===== src/rtl/sim_harness_ctrl.sv =====
// sim_harness_ctrl: run controller that sequences DUT reset, paces dut_ready, gathers core halts and runs a watchdog
// Ports:
//   clock        - single clock, all state on posedge
//   reset        - synchronous active-low controller reset
//   io_halt      - per-core halt levels, sampled every RUN cycle
//   dut_reset    - active-high reset to the DUT, held during HOLD
//   dut_ready    - ready/enable to the DUT in the selected stall pattern
//   finish       - one-cycle pulse when the run ends (completion or timeout)
//   done         - sticky, run completed normally
//   timed_out    - sticky, watchdog expired
//   cycle_count  - saturating count of RUN cycles
//   halt_mask    - sticky record of halted cores
module sim_harness_ctrl #(
  parameter int          NUM_CORES    = 1,
  parameter int          RESET_CYCLES = 2,
  parameter int          CNT_W        = 32,
  parameter int          TIMEOUT      = 0,
  parameter int          STALL_MODE   = 0,
  parameter int          STALL_PERIOD = 4,
  parameter int          HALT_ALL     = 1,
  parameter logic [15:0] LFSR_SEED    = 16'hACE1
) (
  input  logic                 clock,
  input  logic                 reset,
  input  logic [NUM_CORES-1:0] io_halt,
  output logic                 dut_reset,
  output logic                 dut_ready,
  output logic                 finish,
  output logic                 done,
  output logic                 timed_out,
  output logic [CNT_W-1:0]     cycle_count,
  output logic [NUM_CORES-1:0] halt_mask
);
  localparam int HW = $clog2(RESET_CYCLES + 1);
  localparam int PW = $clog2(STALL_PERIOD);
  localparam logic [15:0] SEED = LFSR_SEED == 16'd0 ? 16'hACE1 : LFSR_SEED;
  typedef enum logic [1:0] {HOLD, RUN, DONE, TOUT} state_e;
  state_e               state_q, state_d;
  logic [HW-1:0]        hold_q, hold_d;
  logic [PW-1:0]        phase_q, phase_d;
  logic [15:0]          lfsr_q, lfsr_d;
  logic [CNT_W-1:0]     cnt_q, cnt_d;
  logic [NUM_CORES-1:0] mask_q, mask_d, m;
  logic                 dutrst_q, dutrst_d, rdy_q, rdy_d, fin_q, fin_d;
  logic                 done_q, done_d, to_q, to_d;
  logic                 run, cmpl, expire;
  // the halt arriving this cycle counts toward completion alongside earlier ones
  assign m      = mask_q | io_halt;
  assign run    = state_q == RUN;
  assign cmpl   = HALT_ALL != 0 ? &m : |m;
  // cnt_q still holds the previous count, so the TIMEOUT-th cycle sees TIMEOUT-1
  assign expire = TIMEOUT != 0 && cnt_q == CNT_W'(TIMEOUT - 1);
  always_ff @(posedge clock) begin
    if (!reset) begin
      state_q  <= HOLD;
      hold_q   <= '0;
      phase_q  <= '0;
      lfsr_q   <= SEED;
      cnt_q    <= '0;
      mask_q   <= '0;
      dutrst_q <= 1'b1;
      rdy_q    <= 1'b0;
      fin_q    <= 1'b0;
      done_q   <= 1'b0;
      to_q     <= 1'b0;
    end else begin
      state_q  <= state_d;
      hold_q   <= hold_d;
      phase_q  <= phase_d;
      lfsr_q   <= lfsr_d;
      cnt_q    <= cnt_d;
      mask_q   <= mask_d;
      dutrst_q <= dutrst_d;
      rdy_q    <= rdy_d;
      fin_q    <= fin_d;
      done_q   <= done_d;
      to_q     <= to_d;
    end
  end
  // completion takes priority over the watchdog on the same cycle
  always_comb begin
    state_d = state_q == HOLD ? (hold_q == HW'(RESET_CYCLES - 1) ? RUN : HOLD) :
              run             ? (cmpl ? DONE : expire ? TOUT : RUN) : state_q;
  end
  // outputs are computed for the next cycle and registered, so they key off state_d
  always_comb begin
    hold_d   = state_q == HOLD ? hold_q + 1'b1 : hold_q;
    cnt_d    = run && !(&cnt_q) ? cnt_q + 1'b1 : cnt_q;
    mask_d   = run ? m : mask_q;
    phase_d  = !run ? phase_q : phase_q == PW'(STALL_PERIOD - 1) ? '0 : phase_q + 1'b1;
    lfsr_d   = !run ? lfsr_q : (lfsr_q >> 1) ^ (lfsr_q[0] ? 16'hB400 : 16'h0000);
    dutrst_d = state_d == HOLD;
    rdy_d    = state_d == RUN && (STALL_MODE == 1 ? phase_d != PW'(STALL_PERIOD - 1) :
                                  STALL_MODE == 2 ? lfsr_d[0] : 1'b1);
    fin_d    = run && state_d != RUN;
    done_d   = done_q | (run && cmpl);
    to_d     = to_q | (run && !cmpl && expire);
  end
  assign dut_reset   = dutrst_q;
  assign dut_ready   = rdy_q;
  assign finish      = fin_q;
  assign done        = done_q;
  assign timed_out   = to_q;
  assign cycle_count = cnt_q;
  assign halt_mask   = mask_q;
endmodule


===== config.mk =====
export PLATFORM = sky130hd
export DESIGN_NAME = sim_harness_ctrl
export DESIGN_NICKNAME = d
export VERILOG_FILES = /design/src/rtl/sim_harness_ctrl.sv
export SDC_FILE = /design/constraint.sdc
export NUM_CORES = 1
export LEC_CHECK = 0
export ABC_CLOCK_PERIOD_IN_PS = 2400
export CAP_MARGIN = 20
export CORE_UTILIZATION = 50
export CTS_CLUSTER_SIZE = 16
export DETAILED_ROUTE_END_ITERATION = 12
export PLACE_DENSITY_LB_ADDON = 0.2
export REMOVE_ABC_BUFFERS = 1
export SYNTH_ARGS = -nofsm -noshare
export SYNTH_HDL_FRONTEND = slang
export SYNTH_SLANG_ARGS = --single-unit

===== constraint.sdc =====
create_clock -name clock -period 2.4 [get_ports clock]
set_input_delay 0.36 -clock clock [delete_from_list [all_inputs] [get_ports clock]]
set_output_delay 0.36 -clock clock [all_outputs]
set_load 0.03 [all_outputs]

# ---- Yosys cells after proc, flatten, opt, wreduce, memory -nomap -nowiden
# Index checks and enable logic that the tools add are counted.
dict set report classes {
  n_addsub 2
  n_eq_ne 4
  mux 4
  bitwise 2
  n_reduce_logical 7
}
# operator count
set ops {}
lappend ops {{$add A32 B1 Y32 const B} 1}
lappend ops {{$reduce_and A32 Y1} 1}
lappend ops {{$eq A2 B1 Y1 const B} 3}
lappend ops {{$mux W2} 3}
lappend ops {{$logic_not A2 Y1} 2}
lappend ops {{$logic_and A1 B1 Y1} 3}
lappend ops {{$add A2 B1 Y2 const B} 1}
lappend ops {{$ne A2 B1 Y1 const B} 1}
lappend ops {{$or A1 B1 Y1} 2}
lappend ops {{$logic_not A1 Y1} 1}
lappend ops {{$mux W1} 1}
dict set report word_totals {
  ff_bits 41
  inputBits 3
  out_inout_bits 38
}

# ---- Longest topological paths before layout
# Gate-level depths: netlist (run 1).
dict set report depth {
  depth_word 6
  mapped_depth 8
  mapped_depth_nobuf 6
}

# ---- Worst setup path before layout (run 1)
# No wires, ideal clock.
dict set report synth_path {
  path_type {register -> register}
  startpoint {register cnt_q[0], in the netlist cycle_count[0]}
  endpoint {register cnt_q[28], in the netlist cycle_count[28]}
  setup_time_ps 59
  t_arrival_ps 2308
  t_required_ps 2341
  path_slack_ps 33
  path_stages_with_launch 7
  path_cell_list {dfxtp_1 ha_1 nand3_1 or4_4 a2111o_1 or4_1 nand2_1}
}
dict set report synth_via {
  elab_chain_len 3
  word_cells_on_any_way 4
  classes_between {add/sub: 1; reduce/logical: 3}
}
# element line_no
set synth_rtl {}
lappend synth_rtl {{start: declaration} 42} ;# logic [CNT_W-1:0] cnt_q, cnt_d;
lappend synth_rtl {{start signal: assignment} 71} ;# cnt_q <= cnt_d;
lappend synth_rtl {{parallel branches: the longest is 3 deep, another holds $add A32 B1 Y32} --}
# Several ways; the timed one is not identified.
# A chain may end at the register's enable or synchronous reset.

# ---- Final worst setup path (run 1)
# Ends and elaborated chain as after synthesis.

==> Flow_metrics.wiki, run 1 <==
{| class="wikitable"
! Metric !! Value
|-
| Result of the run || complete, no violations
|-
| Category of the most critical setup path || register to register
|-
| Share of power burned in registers || 0.501
|-
| Clock Path Buffers || 2
|-
| Number of instances in the synthesized netlist || 236
|-
| Final Setup Violations || 0
|-
| Die footprint || roughly 4000 µm²
|-
| Rows || 22
|-
| Max-Cap Viols || 0
|-
| Chain of cells forming the critical path || ha_1, nand3_1, or4_4, a2111o_1, or4_1, nand2_1
|-
| Total congestion overflow || 0
|-
| Pin count of the biggest net entering global routing || 25
|-
| Capturing element type of the critical path || register
|-
| TritonCTS clock tree || yes
|-
| Clock buffer count from CTS || 5
|-
| Relative contribution of combinational cells to total power || 0.185
|-
| Total routing resource utilization after global routing || 0.241
|-
| Data arrival at the endpoint of the critical path || approximately 2.5 ns
|-
| Transition time of the tightest slew-check pin || roughly 0.60 ns
|-
| Combined buffer and inverter count along the critical path || 0
|-
| Final total power || between 1.5 and 2 mW
|-
| Gate family responsible for the most delay along the worst path || simple AND/OR/NAND/NOR gates
|-
| Detailed-route wire length || approximately 4.6 mm
|-
| Worst path max stage delay || roughly 0.48 ns
|-
| Class of the most critical hold timing path || register to register
|-
| Power per cell area || roughly 600 nW/µm²
|-
| Dominant cell type by area after synthesis || sky130_fd_sc_hd__dfxtp_1
|-
| CTS Hold Bufs || 0
|-
| Number of vias per cell after detailed routing || just under 6
|-
| Resized Gates After CTS || 0
|-
| Final Hold Fails || 0
|-
| Switching fraction of total power || 0.295
|-
| Final routed DRC violation total || 0
|-
| Worst Reg-to-Reg Cells || 6
|-
| Data required time of the worst path || around 2.6 ns
|-
| Finished Cell Area || about 2600 µm²
|-
| Via count of the first global-routing pass || 1,824
|-
| Setup_tns || 0 ns
|-
| Area after detailed placement || roughly 2400 µm²
|-
| Final Skew || slightly above 0.009 ns
|-
| Sequential element share of the synthesized area || 0.425
|-
| Post-layout nets || between 200 and 300
|-
| Final weighted congestion in routability-driven placement || 0.818
|-
| DPL Wire Length || ~3.3 mm
|-
| Fmax || approximately 0.45 GHz
|-
| Startpoint kind of the worst setup timing path || register
|-
| Routed WL per cell || between 10 and 15 µm
|-
| Async set-or-reset flop fraction in the synthesized netlist || 0
|-
| Standby leakage power || 0.840 nW
|-
| Post-synth EDFFs || 0
|-
| Most frequent cells after synthesis || sky130_fd_sc_hd__dfxtp_1 (41), sky130_fd_sc_hd__a21oi_1 (27), sky130_fd_sc_hd__nor2_1 (19), sky130_fd_sc_hd__or3_1 (17), sky130_fd_sc_hd__o21ai_0 (16)
|-
| Sw Pwr || between 0.4 and 0.5 mW
|-
| Clk pwr share || 0.314
|-
| Crit Path Max Fanout || 5
|-
| Instance count along the most critical hold path || 2
|-
| Core Footprint || 3690 µm²
|-
| Number of nets with antenna violations after routing || 0
|-
| Horizontal extent of the die || around 64 µm
|-
| Antenna diode count || 0
|-
| Antenna violations before repair || 0
|-
| Number of flip-flops and latches in the synthesized netlist || 41
|-
| Reg clk slew, reported paths || around 0.08 ns
|-
| Initial core utilization || 0.524
|-
| Root Buffer Master || sky130_fd_sc_hd__clkbuf_8
|-
| First-pass GRT wire length || between 7 and 8 mm
|-
| Library cells used by synthesis || 33
|-
| Share of post-route cells with drive strength above 1 || 0.102
|-
| Source-to-sink clock delay at the later pin of the worst-skew pair || roughly 0.30 ns
|-
| Reg-to-reg endpoint || cycle_count[28]
|-
| Pre-antenna DRT Iters || 4
|-
| Worst rel slew slack || 0.601
|-
| Library cell with the highest instance count after synthesis || sky130_fd_sc_hd__dfxtp_1
|-
| Power Internal || 1.08 mW
|-
| Initial drt markers || 128
|-
| Crit-path slowest cell || sky130_fd_sc_hd__or4_4
|-
| Launch point of the worst reg-to-reg path || cycle_count[0]
|-
| Total of warnings raised by yosys || 0
|-
| Total number of vias || around 2,000
|-
| Mean area per synthesized cell || between 8 and 9 µm²
|-
| Number of primary I/O pins || 41
|-
| Area share of the largest cell type after synthesis || 0.425
|-
| Most common flop cell mapped by yosys || sky130_fd_sc_hd__dfxtp_1
|-
| Netlist area before placement || 1930 µm²
|-
| Setup Buffers After CTS || 0
|-
| Unrepaired setup endpoints after global routing || false
|-
| Worst Setup Slack, final || 0.163 ns
|-
| Final cycle utilization of the critical path || 0.932
|-
| Die outline height || 64.2 µm
|-
| Post-layout min period || between 2 and 2.5 ns
|-
| Pre-CTS setup slack || 0.155 ns
|-
| Worst Hold End || done
|-
| Count of buffers from port buffering || 39
|-
| Syn-to-layout area delta || 32.4%
|-
| Fill cell instance count of the final layout || about 310
|-
| Worst reg-to-reg setup slack || between 0.15 and 0.2 ns
|-
| Cells taking the most area after synthesis || sky130_fd_sc_hd__dfxtp_1 (42%), sky130_fd_sc_hd__a21oi_1 (7.0%), sky130_fd_sc_hd__or3_1 (5.5%)
|-
| Startpoint of the worst hold path || done
|-
| Count of clock tree sinks || 41
|-
| Hold_ws || about 0.49 ns
|-
| Number of H-tree branching levels || 2
|-
| Peak supply drop || about 0.53 mV
|-
| Final slew viol count || 0
|}
-- metrics by stage --
stage	std cells	util
detailed placement	324	0.663
global route	332	0.694
global placement	324	0.663
floorplan	224	-
CTS	332	0.689
finish	332	0.694
-- cell families after synthesis --
group / share of synthesized area
fa+ha+maj: 0.0129
xor+xnor: 0.0181
compound gates: 0.195
other cells: 0.00194
simple gates: 0.310
buf+inv: 0.0369
flops: 0.425
-- power groups by stage --
stage          Sequential (mW)  Combinational, mW  Clock, mW
5_1_grt                  0.771              0.311      0.522
2_1_floorplan            0.832              0.125          0
3_5_place_dp             0.782              0.283          0
4_1_cts                  0.765              0.284      0.485
3_3_place_gp             0.781              0.279          0
6_report                 0.765              0.282      0.479
-- worst min-delay path: cells and delay by family (launching register included) --
| kind | cells | cell delay (ns) |
|---|---|---|
| flops | 1 | 0.34 |
| simple gates | 2 | 0.12 |
-- final cells by class --
type | instances | area [µm²] | area share
clock inverter | 2 | 13.8 | 0.00538
multi-input combinational | 177 | 1060 | 0.413
inverter | 6 | 22.5 | 0.00880
timing repair buffer | 52 | 500 | 0.196
sequential | 41 | 823 | 0.322
clock buffer | 6 | 82.6 | 0.0323
tap | 48 | 60.1 | 0.0235
-- sequential cells by signal, summed over array words and instances (netlist names) --
signal,flops
cycle_count,32
hold_q,2
state_q,2
done,1
dut_ready,1
dut_reset,1
finish,1
halt_mask,1
-- worst max path at each step --
stage | startpoint | end | slack (ns) | depth (start not counted)
after floorplan | cycle_count[0] | cycle_count[30] | 0.03 | 6
after CTS | cycle_count[18] | cycle_count[28] | 0.13 | 5
after global placement | cycle_count[18] | cycle_count[30] | 0.21 | 5
final | cycle_count[0] | cycle_count[28] | 0.16 | 6
after detailed placement | cycle_count[18] | cycle_count[30] | 0.16 | 5
after global routing | cycle_count[0] | cycle_count[30] | 0.003 | 6
-- per-layer routing --
layer	up-vias	GRT usage	wire, µm
met4	0	0.0917	80
met3	9	0.0607	257
met5	-	0	0
li1	984	-	-
met2	59	0.390	2130
met1	910	0.307	2170
-- layout by cell type, fill, tap and decap left out, types with 2 or more instances in the layout --
cell	synthesis	final
sky130_fd_sc_hd__and3_1	4	4
sky130_fd_sc_hd__xor2_1	3	3
sky130_fd_sc_hd__nor4_1	3	2
sky130_fd_sc_hd__nand4_4	1	2
sky130_fd_sc_hd__ha_1	2	2
sky130_fd_sc_hd__or3_1	17	17
sky130_fd_sc_hd__a21oi_1	27	27
sky130_fd_sc_hd__dfxtp_1	41	39
sky130_fd_sc_hd__or4_1	12	12
sky130_fd_sc_hd__o31ai_1	9	9
sky130_fd_sc_hd__nor2_1	19	19
sky130_fd_sc_hd__nand2_1	14	14
sky130_fd_sc_hd__clkbuf_8	0	6
sky130_fd_sc_hd__dfxtp_2	0	2
sky130_fd_sc_hd__clkdlybuf4s50_1	0	39
sky130_fd_sc_hd__buf_4	1	12
sky130_fd_sc_hd__nor3_1	7	7
sky130_fd_sc_hd__nand3_1	13	13
sky130_fd_sc_hd__inv_1	6	6
sky130_fd_sc_hd__nand4_1	10	10
sky130_fd_sc_hd__o211ai_1	7	7
sky130_fd_sc_hd__o21ai_0	16	16
Note: power is estimated with default switching activity, not from simulation.
==> inputs of run 2 (changes only) <==
--- a/config.mk
+++ b/config.mk
@@ -12,6 +12,7 @@
 export DETAILED_ROUTE_END_ITERATION = 12
 export PLACE_DENSITY_LB_ADDON = 0.2
 export REMOVE_ABC_BUFFERS = 1
+export SLEW_MARGIN = 20
 export SYNTH_ARGS = -nofsm -noshare
 export SYNTH_HDL_FRONTEND = slang
 export SYNTH_SLANG_ARGS = --single-unit
==> results of run 2 <==
Final layout, timing and power as in run 1 (identical DEF).
==> inputs of run 3 (changes only) <==
--- a/config.mk
+++ b/config.mk
@@ -5,8 +5,10 @@
 export SDC_FILE = /design/constraint.sdc
 export NUM_CORES = 1
 export LEC_CHECK = 0
+export ABC_AREA = 0
 export ABC_CLOCK_PERIOD_IN_PS = 2400
 export CAP_MARGIN = 20
+export CORE_MARGIN = 2
 export CORE_UTILIZATION = 50
 export CTS_CLUSTER_SIZE = 16
 export DETAILED_ROUTE_END_ITERATION = 12
==> run 3 against run 2 <==
  * Sequential share of layout area barely moved
  * Utilization fell by 0.27 points
  * Count of clock-buffer cells in the layout rose by 1
  * Power rose by 1.3%
  * Critical path depth did not move
  * Cell area fell by 0.39%
  * Sequential cell count did not move
  * First-iteration DRC count fell by 2.3%
  * Sequential power barely moved
  * Via count fell by 0.92%
  * Largest cell class unchanged
==> Flow_metrics.wiki, run 3 (synthesis results as in run 1) <==
{| class="wikitable"
! Metric !! Value
|-
| Number of flip-flops in the largest register || 32
|-
| Source-to-sink clock delay at the later pin of the worst-skew pair || ~0.29 ns
|-
| Worst reg-to-reg setup slack || between 0.15 and 0.2 ns
|-
| Chain of cells forming the critical path || ha_1, nand3_1, or4_4, a2111o_1, or4_1, nand2_1
|-
| Power per cell area || ~610 nW/µm²
|-
| Crit Path Max Fanout || 5
|-
| Number of H-tree branching levels || 2
|-
| Total congestion overflow || 0
|-
| Pin count of the biggest net entering global routing || 27
|-
| Initial core utilization || 0.524
|-
| Critical Path End || cycle_count[30]
|-
| Resized Gates After CTS || 0
|-
| Fmax || around 0.45 GHz
|-
| Count of buffers from port buffering || 39
|-
| Pre-antenna DRT Iters || 4
|-
| Horizontal extent of the die || ~66 µm
|-
| Startpoint kind of the worst setup timing path || register
|-
| Die outline height || ~66 µm
|-
| Crit-path slowest cell || sky130_fd_sc_hd__a2111o_1
|-
| Final slew viol count || 0
|-
| Worst Reg-to-Reg Cells || 6
|-
| Antenna diode count || 0
|-
| Root Buffer Master || sky130_fd_sc_hd__clkbuf_8
|-
| Commonest non-fill, non-tap cell in the layout || sky130_fd_sc_hd__dfxtp_1
|-
| First-pass GRT wire length || 8.23 mm
|-
| Non-Filler Instances || ~330
|-
| Number of nets with antenna violations after routing || 0
|-
| CTS Hold Bufs || 0
|-
| Peak supply drop || roughly 0.61 mV
|-
| Final Setup Violations || 0
|-
| Post-layout min period || 2.21 ns
|-
| Register area || 821 µm²
|-
| Routed WL per cell || 13.9 µm
|-
| Worst rel slew slack || 0.612
|-
| DPL Wire Length || about 3.3 mm
|-
| Final Skew || about 0.0045 ns
|-
| Final weighted congestion in routability-driven placement || 0.829
|-
| Final Hold Fails || 0
|-
| Clock Path Buffers || 2
|-
| Rows || 22
|-
| Number of vias per cell after detailed routing || 5.82
|-
| Initial drt markers || 125
|-
| Fill cell instance count of the final layout || 344
|-
| Capturing element type of the critical path || register
|-
| Instance count along the most critical hold path || 2
|-
| Crit path from || cycle_count[0]
|-
| Detailed-route wire length || 4.63 mm
|-
| Total number of vias || a little under 2,000
|-
| TritonCTS clock tree || yes
|-
| Die footprint || about 4400 µm²
|-
| Result of the run || complete, no violations
|-
| Syn-to-layout area delta || 31.8%
|-
| Commonest cells after routing, fill and taps aside || sky130_fd_sc_hd__dfxtp_1 (41), sky130_fd_sc_hd__clkdlybuf4s50_1 (39), sky130_fd_sc_hd__a21oi_1 (27)
|-
| Reg-to-reg endpoint || cycle_count[30]
|-
| Class of the most critical hold timing path || register to register
|-
| Reg clk slew, reported paths || 0.07 ns
|-
| Final routed DRC violation total || 0
|-
| Count of clock tree sinks || between 40 and 50
|-
| Data required time of the worst path || 2.64 ns
|-
| Multi-input gate area || ~1000 µm²
|-
| Unrepaired setup endpoints after global routing || false
|-
| Antenna violations before repair || 0
|-
| Core Footprint || approximately 3700 µm²
|-
| Setup_tns || 0 ns
|-
| Final cycle utilization of the critical path || 0.922
|-
| Category of the most critical setup path || register to register
|-
| Setup Buffers After CTS || 0
|-
| Number of primary I/O pins || a little over 40
|-
| Max-Cap Viols || 0
|-
| Transition time of the tightest slew-check pin || 0.581 ns
|-
| Total routing resource utilization after global routing || 0.242
|-
| Launch point of the worst reg-to-reg path || cycle_count[0]
|-
| Via count of the first global-routing pass || 1,793
|-
| Standby leakage power || about 0.84 nW
|-
| Data arrival at the endpoint of the critical path || 2.46 ns
|-
| Share of post-route cells with drive strength above 1 || 0.0979
|-
| Worst path max stage delay || 0.48 ns
|-
| Clock buffer count from CTS || 5
|-
| Cell Count Post-Placement || 326
|-
| Post-layout nets || a little under 300
|}
[run 3: area by class of cell]
| cell class | instances | area share |
|---|---|---|
| Clock buffer | 7 | 0.0378 |
| Inverter | 6 | 0.00884 |
| Sequential cell | 41 | 0.322 |
| Multi-Input combinational cell | 177 | 0.408 |
| Clock inverter | 1 | 0.00196 |
| Timing Repair Buffer | 54 | 0.197 |
| Tap cell | 48 | 0.0236 |
[run 3: metrics by stage]
step	worst slack, ns	instance area [µm²]	hold slack, ns	util	power, mW
4_1_cts	0.203	2550	0.492	0.691	1.56
5_1_grt	0.0516	2550	0.526	0.691	1.64
3_3_place_gp	0.279	2450	0.460	0.664	1.06
2_1_floorplan	0.0328	1880	0.478	-	0.958
6_report	0.187	2550	0.484	0.691	1.55
3_5_place_dp	0.228	2450	0.465	0.664	1.07
[run 3: power breakdown]
| group | switching, mW | internal, mW |
|---|---|---|
| Sequential | 0.0354 | 0.732 |
| Combinational | 0.174 | 0.111 |
| Clock | 0.234 | 0.260 |
| Total | 0.443 | 1.10 |
[run 3: per-layer routing]
metal  routed length [µm]  track usage
met3                  252       0.0784
met5                    0            0
met2                 2150        0.381
met1                 2200        0.319
met4                   23       0.0638
[run 3: how the worst min path moves through the flow]
stage | endpoint | from | slack [ns]
after detailed placement | done | done | 0.47
after floorplan | hold_q[1] | hold_q[1] | 0.48
after global routing | cycle_count[23] | cycle_count[23] | 0.53
after CTS | done | done | 0.49
after global placement | done | done | 0.46
final | done | done | 0.48
[run 3: critical path: cells and delay by family, from the launching register on]
kind / cells / cell delay, ns
AND/OR/NAND/NOR: 4 / 1.08
AO/OA/AOI/OAI: 1 / 0.48
flip-flops: 1 / 0.40
adder cells (fa/ha/maj): 1 / 0.20
